<file path="src/rtl/wb_arbiter.sv">
// rtl/wb_arbiter.sv - round-robin ROB write-back arbiter with flush-aware one-entry slots
// Optional perf counters are built when WB_ARB_PERF_EN is defined.
module wb_arbiter #(
   parameter int N_REQ  = 3,
   parameter int DATA_W = 32,
   parameter int IDX_W  = 3,
   parameter int PRD_W  = 7
) (
   input  logic                     clk,
   input  logic                     rst,
   input  logic [N_REQ-1:0]         req_valid,
   input  logic [N_REQ*DATA_W-1:0]  req_data,
   input  logic [N_REQ*IDX_W-1:0]   req_rob_idx,
   input  logic [N_REQ*PRD_W-1:0]   req_P_rd,
   output logic [N_REQ-1:0]         req_ready,
   input  logic                     mispredict,
   input  logic [2**IDX_W-1:0]      flush_mask,
   output logic                     WB_valid,
   output logic [DATA_W-1:0]        WB_data,
   output logic [IDX_W-1:0]         WB_rob_idx,
   output logic [PRD_W-1:0]         WB_P_rd,
   output logic [N_REQ-1:0]         WB_grant
`ifdef WB_ARB_PERF_EN
  ,output logic [31:0]              perf_conflict_cnt,
   output logic [31:0]              perf_flush_drop_cnt
`endif
);
   localparam int PTR_W = (N_REQ > 2) ? 2 : 1;

   logic [N_REQ-1:0]  slot_valid;
   logic [DATA_W-1:0] slot_data [N_REQ];
   logic [IDX_W-1:0]  slot_idx  [N_REQ];
   logic [PRD_W-1:0]  slot_prd  [N_REQ];
   logic [PTR_W-1:0]  rr_ptr;
   logic [PTR_W-1:0]  gnt_idx;
   logic [N_REQ-1:0]  slot_flush, in_flush, cand, gnt, take;
   logic              found;

   always_comb begin
      slot_flush = '0;
      in_flush   = '0;
      for (int i = 0; i < N_REQ; i++) begin
         slot_flush[i] = slot_valid[i] && mispredict && flush_mask[slot_idx[i]];
         in_flush[i]   = mispredict && flush_mask[req_rob_idx[i*IDX_W +: IDX_W]];
      end
   end

   assign cand      = slot_valid & ~slot_flush;
   assign req_ready = ~slot_valid | gnt | slot_flush;
   assign take      = req_valid & req_ready & ~in_flush;

   // Two passes give the rotated priority: indices at/after rr_ptr first, then the wrap.
   always_comb begin
      gnt     = '0;
      gnt_idx = '0;
      found   = 1'b0;
      for (int i = 0; i < N_REQ; i++)
         if (!found && cand[i] && i >= int'(rr_ptr)) begin
            found   = 1'b1;
            gnt[i]  = 1'b1;
            gnt_idx = PTR_W'(i);
         end
      for (int i = 0; i < N_REQ; i++)
         if (!found && cand[i] && i < int'(rr_ptr)) begin
            found   = 1'b1;
            gnt[i]  = 1'b1;
            gnt_idx = PTR_W'(i);
         end
   end

   always_comb begin
      WB_data    = '0;
      WB_rob_idx = '0;
      WB_P_rd    = '0;
      for (int i = 0; i < N_REQ; i++)
         if (gnt[i]) begin
            WB_data    = WB_data    | slot_data[i];
            WB_rob_idx = WB_rob_idx | slot_idx[i];
            WB_P_rd    = WB_P_rd    | slot_prd[i];
         end
   end

   assign WB_valid = |gnt;
   assign WB_grant = gnt;

   always_ff @(posedge clk or posedge rst) begin
      if (rst) begin
         slot_valid <= '0;
         rr_ptr     <= '0;
         for (int i = 0; i < N_REQ; i++) begin
            slot_data[i] <= '0;
            slot_idx[i]  <= '0;
            slot_prd[i]  <= '0;
         end
      end else begin
         for (int i = 0; i < N_REQ; i++) begin
            // A fresh capture wins over release or flush of the old contents.
            if (take[i]) begin
               slot_valid[i] <= 1'b1;
               slot_data[i]  <= req_data[i*DATA_W +: DATA_W];
               slot_idx[i]   <= req_rob_idx[i*IDX_W +: IDX_W];
               slot_prd[i]   <= req_P_rd[i*PRD_W +: PRD_W];
            end else if (gnt[i] || slot_flush[i]) begin
               slot_valid[i] <= 1'b0;
            end
         end
         if (found)
            rr_ptr <= (gnt_idx == PTR_W'(N_REQ-1)) ? '0 : gnt_idx + PTR_W'(1);
      end
   end

`ifdef WB_ARB_PERF_EN
   logic [31:0] n_cand, n_drop;

   always_comb begin
      n_cand = '0;
      n_drop = '0;
      for (int i = 0; i < N_REQ; i++) begin
         n_cand = n_cand + 32'(cand[i]);
         n_drop = n_drop + 32'(slot_flush[i]) + 32'(req_valid[i] && req_ready[i] && in_flush[i]);
      end
   end

   always_ff @(posedge clk or posedge rst) begin
      if (rst) begin
         perf_conflict_cnt   <= '0;
         perf_flush_drop_cnt <= '0;
      end else begin
         if (n_cand >= 32'd2)
            perf_conflict_cnt <= perf_conflict_cnt + 32'd1;
         perf_flush_drop_cnt <= perf_flush_drop_cnt + n_drop;
      end
   end
`endif
endmodule

</file>
<file path="config.mk">
export PLATFORM = sky130hd
export DESIGN_NAME = wb_arbiter
export DESIGN_NICKNAME = d
export VERILOG_FILES = /design/src/rtl/wb_arbiter.sv
export SDC_FILE = /design/constraint.sdc
export NUM_CORES = 1
export LEC_CHECK = 0
export CAP_MARGIN = 20
export CORE_MARGIN = 4
export CORE_UTILIZATION = 43
export CTS_CLUSTER_DIAMETER = 50
export DETAILED_ROUTE_END_ITERATION = 10
export PLACE_DENSITY = 0.8
export SKIP_LAST_GASP = 1
export SYNTH_ARGS = -nofsm -noshare
export SYNTH_HDL_FRONTEND = slang
export SYNTH_SLANG_ARGS = --single-unit
</file>
<file path="constraint.sdc">
create_clock -name clk -period 4.5 [get_ports clk]
set_input_delay 0.9 -clock clk [delete_from_list [all_inputs] [get_ports clk]]
set_output_delay 0.9 -clock clk [all_outputs]
set_load 0.03 [all_outputs]
</file>
==> metrics.txt <==
# TYPE chip_impl_metric gauge
chip_impl_metric{name="power.density",unit="mW/mm^2"} 614.0
chip_impl_metric{name="post-layout-total-power",unit="mW"} 5.640
chip_impl_metric{name="postSynthNetCount",unit=""} 675
chip_impl_metric{name="clock_sinks",unit=""} 131
chip_impl_metric{name="crit_buf_inv",unit=""} 3
chip_impl_metric{name="timing_max_transition_violations_final",unit=""} 0
chip_impl_metric{name="width_of_the_die",unit="um"} 131.2
chip_impl_info{name="synth_common_cells",value="sky130_fd_sc_hd__dfrtp_1 (131), sky130_fd_sc_hd__nand2_1 (92), sky130_fd_sc_hd__nor3b_1 (43)"} 1
chip_impl_metric{name="grt_antenna_before_repair",unit=""} 0
chip_impl_metric{name="fmax",unit="MHz"} 228.0
chip_impl_metric{name="port_buffers",unit=""} 188
chip_impl_metric{name="min_period",unit="ps"} 4387
chip_impl_metric{name="floorplan.initialDensity",unit="%"} 44.36
chip_impl_info{name="setup_repair_after_global_routing_missed_its_margin",value="no"} 1
chip_impl_metric{name="post_cts.resized_instances",unit=""} 0
chip_impl_metric{name="cts_hold_buffers",unit=""} 0
chip_impl_metric{name="overflow",unit=""} 0
chip_impl_info{name="worstSetupStartpointType",value="primary input"} 1
chip_impl_metric{name="die_h",unit="um"} 131.2
chip_impl_metric{name="detailroute.via_count",unit=""} 5217
chip_impl_metric{name="place_hpwl",unit="um"} 12830
chip_impl_metric{name="wp_data_arrival",unit="ps"} 3490
chip_impl_metric{name="post-cts-setup-buffers",unit=""} 0
chip_impl_info{name="slowest_stage",value="sky130_fd_sc_hd__mux4_2"} 1
chip_impl_info{name="hp-class",value="flip-flop to flip-flop"} 1
chip_impl_metric{name="groute.usage.overall",unit="%"} 22.26
chip_impl_metric{name="detailed_route_drc_error_count",unit=""} 0
chip_impl_metric{name="synthArstFlopShare",unit="%"} 100.0
chip_impl_metric{name="crit_path_max_incr_delay",unit="ps"} 550
chip_impl_metric{name="worst-path-max-fanout",unit=""} 25
chip_impl_metric{name="drt_pass1_iterations",unit=""} 5
chip_impl_metric{name="finalSetupViolations",unit=""} 0
chip_impl_metric{name="dpl-instance-area",unit="sq mm"} 0.008536
chip_impl_metric{name="boundary_pin_count",unit=""} 189
chip_impl_metric{name="grt_start_max_net_pins",unit=""} 67
chip_impl_metric{name="layout-drive-gt1-share",unit="%"} 22.83
chip_impl_metric{name="vias_per_cell",unit=""} 5.727
chip_impl_metric{name="slew_headroom",unit="%"} 41.14
chip_impl_metric{name="vdd_drop_max",unit="V"} 0.0003491
chip_impl_metric{name="finalClockSkew",unit="ps"} 9.851
chip_impl_metric{name="fp-row-count",unit=""} 44
chip_impl_info{name="crit_chain",value="clkdlybuf4s50_1 > mux4_2 > o22ai_2 > o21ai_1 > a21oi_4 > buf_4 > nor3b_1 > a221o_1 > buf_12"} 1
chip_impl_metric{name="setup_tns",unit="ps"} 0
chip_impl_info{name="worst_setup_path_end_kind",value="output port"} 1
chip_impl_info{name="post-synth-top-count-cell",value="sky130_fd_sc_hd__dfrtp_1"} 1
chip_impl_info{name="clockRootBuffer",value="sky130_fd_sc_hd__clkbuf_16"} 1
chip_impl_info{name="yosysTopAreaCell",value="sky130_fd_sc_hd__dfrtp_1"} 1
chip_impl_metric{name="routed_wire_length_per_instance",unit="um"} 20.75
chip_impl_metric{name="required_time_at_the_worst_slack_endpoint",unit="ps"} 3600
chip_impl_metric{name="routed_wl",unit="um"} 18900
chip_impl_info{name="path_class",value="primary input to output port"} 1
chip_impl_metric{name="h-tree-depth",unit=""} 4
chip_impl_metric{name="synth_seq_cells",unit=""} 131
chip_impl_metric{name="synth-edff-count",unit=""} 0
chip_impl_metric{name="place_congestion",unit=""} 0.9046
chip_impl_metric{name="place.detailed.instances",unit=""} 879
chip_impl_metric{name="ys_warn_count",unit=""} 0
chip_impl_metric{name="number_of_distinct_library_cells_after_synthesis",unit=""} 33
chip_impl_info{name="run_status",value="completed"} 1
chip_impl_metric{name="yosysTopAreaCellShare",unit="%"} 50.27
chip_impl_metric{name="area_growth_syn_to_fin",unit="%"} 40.87
chip_impl_metric{name="final_cells",unit=""} 911
chip_impl_metric{name="synth_cells",unit=""} 535
chip_impl_metric{name="whs",unit="ps"} 488.0
chip_impl_info{name="synthFlopType",value="sky130_fd_sc_hd__dfrtp_1"} 1
chip_impl_metric{name="via_count_of_the_first_global_routing_pass",unit=""} 5851
chip_impl_metric{name="fp.coreArea",unit="sq mm"} 0.01470
chip_impl_info{name="tritoncts_clock_tree",value="done"} 1
chip_impl_metric{name="clock_insertion_delay_at_the_later_pin_of_the_skew_report",unit="ps"} 420
chip_impl_info{name="post_synth_main_area_contributors",value="sky130_fd_sc_hd__dfrtp_1 (50%), sky130_fd_sc_hd__mux2_4 (9.2%), sky130_fd_sc_hd__mux2_1 (7.3%)"} 1
chip_impl_metric{name="synthesis.area_per_instance",unit="sq um"} 12.19
chip_impl_metric{name="drt_first_iter_violations",unit=""} 429
chip_impl_info{name="critPathTopFamily",value="buffers and inverters"} 1
chip_impl_metric{name="drtAntennaViolNets",unit=""} 0
chip_impl_metric{name="reported_leakage_power",unit="nW"} 3.906
chip_impl_metric{name="cts_buffers",unit=""} 17
chip_impl_metric{name="min_period_over_period",unit="%"} 97.49
chip_impl_metric{name="die_area",unit="sq mm"} 0.01720
chip_impl_metric{name="grt_first_pass_wirelength",unit="um"} 31060
chip_impl_metric{name="netlist_area",unit="sq mm"} 0.006521
chip_impl_metric{name="final_area",unit="sq mm"} 0.009186
chip_impl_metric{name="nNetsFinal",unit=""} 854
chip_impl_metric{name="max-cap-violations",unit=""} 0
chip_impl_metric{name="clk_path_buf_depth",unit=""} 2
chip_impl_metric{name="cts.reportedPaths.clkPinSlew",unit="ps"} 50
chip_impl_metric{name="worstMarginPinSlew",unit="ps"} 881.1
chip_impl_metric{name="fin_hold_viols",unit=""} 0
chip_impl_metric{name="antenna_cells",unit=""} 0
chip_impl_metric{name="synth-seq-area-share",unit="%"} 50.27
## cells by family after synthesis
logic type             share of synthesized area, %
multiplexers                                  21.41
flip-flops                                    50.27
AND/OR/NAND/NOR                               11.22
buffers and inverters                         3.914
AO/OA/AOI/OAI                                 13.18
## flip-flops by register name, indices dropped and copies added (netlist names)
name        flops
slot_idx        9
slot_data      96
slot_prd       21
slot_valid      3
rr_ptr          2
## final timing paths
check / cells after the start / slack [ps] / start / to
setup / recovery: 9 / 110 / flush_mask[3] / WB_data[31]
hold / removal: 1 / 490 / slot_data[56]$_DFFE_PP0P_ / slot_data[56]$_DFFE_PP0P_
setup reg to reg: 7 / 1000 / slot_idx[3]$_DFFE_PP0P_ / slot_data[25]$_DFFE_PP0P_
hold reg to reg: 1 / 490 / slot_data[56]$_DFFE_PP0P_ / slot_data[56]$_DFFE_PP0P_
max in group asynchronous: 3 / 2620 / rst / slot_data[74]$_DFFE_PP0P_
min in group asynchronous: 2 / 990 / rst / slot_data[53]$_DFFE_PP0P_
## layout make-up
| type | instances | area [sq um] |
|---|---|---|
| sequential | 131 | 3278 |
| tap | 184 | 230.2 |
| clock buffer | 19 | 442.9 |
| inverter | 5 | 21.27 |
| multi-input combinational | 354 | 3044 |
| fill | 1128 | 5513 |
| clock inverter | 13 | 207.7 |
| timing repair buffer | 205 | 1962 |
## where the power goes
| part | internal, mW | switching [mW] |
|---|---|---|
| clock | 0.997 | 0.516 |
| combinational | 1.09 | 1.30 |
| sequential | 1.52 | 0.220 |
| total | 3.61 | 2.03 |
## metrics by stage
stage / worst slack [ps] / utilization (%)
2_1_floorplan: 102.3 / -
3_3_place_gp: 228.5 / 58.07
3_5_place_dp: 88.52 / 58.07
4_1_cts: 158.9 / 62.50
5_1_grt: 14.45 / 62.50
6_report: 113.1 / 62.50
## layout by cell type, fill, tap and decap left out, drive strengths merged, types with 5 or more instances in the layout
cell and instances:
mux4 9, nor3b 43, dfrtp 131, o22ai 45, a221o 42, o21ai 6, clkbuf 19, nand2 92
inv 5, buf 61, mux2 90, clkdlybuf4s50 144, bufinv 5
## routing by layer
layer	vias up	track usage, %	wire length [um]
met3	20	5.543	1343
met1	2606	29.37	8223
met4	0	6.534	234
li1	2350	-	-
met5	-	0	0
met2	241	36.69	9100
Power figures use the tool's default switching activity.
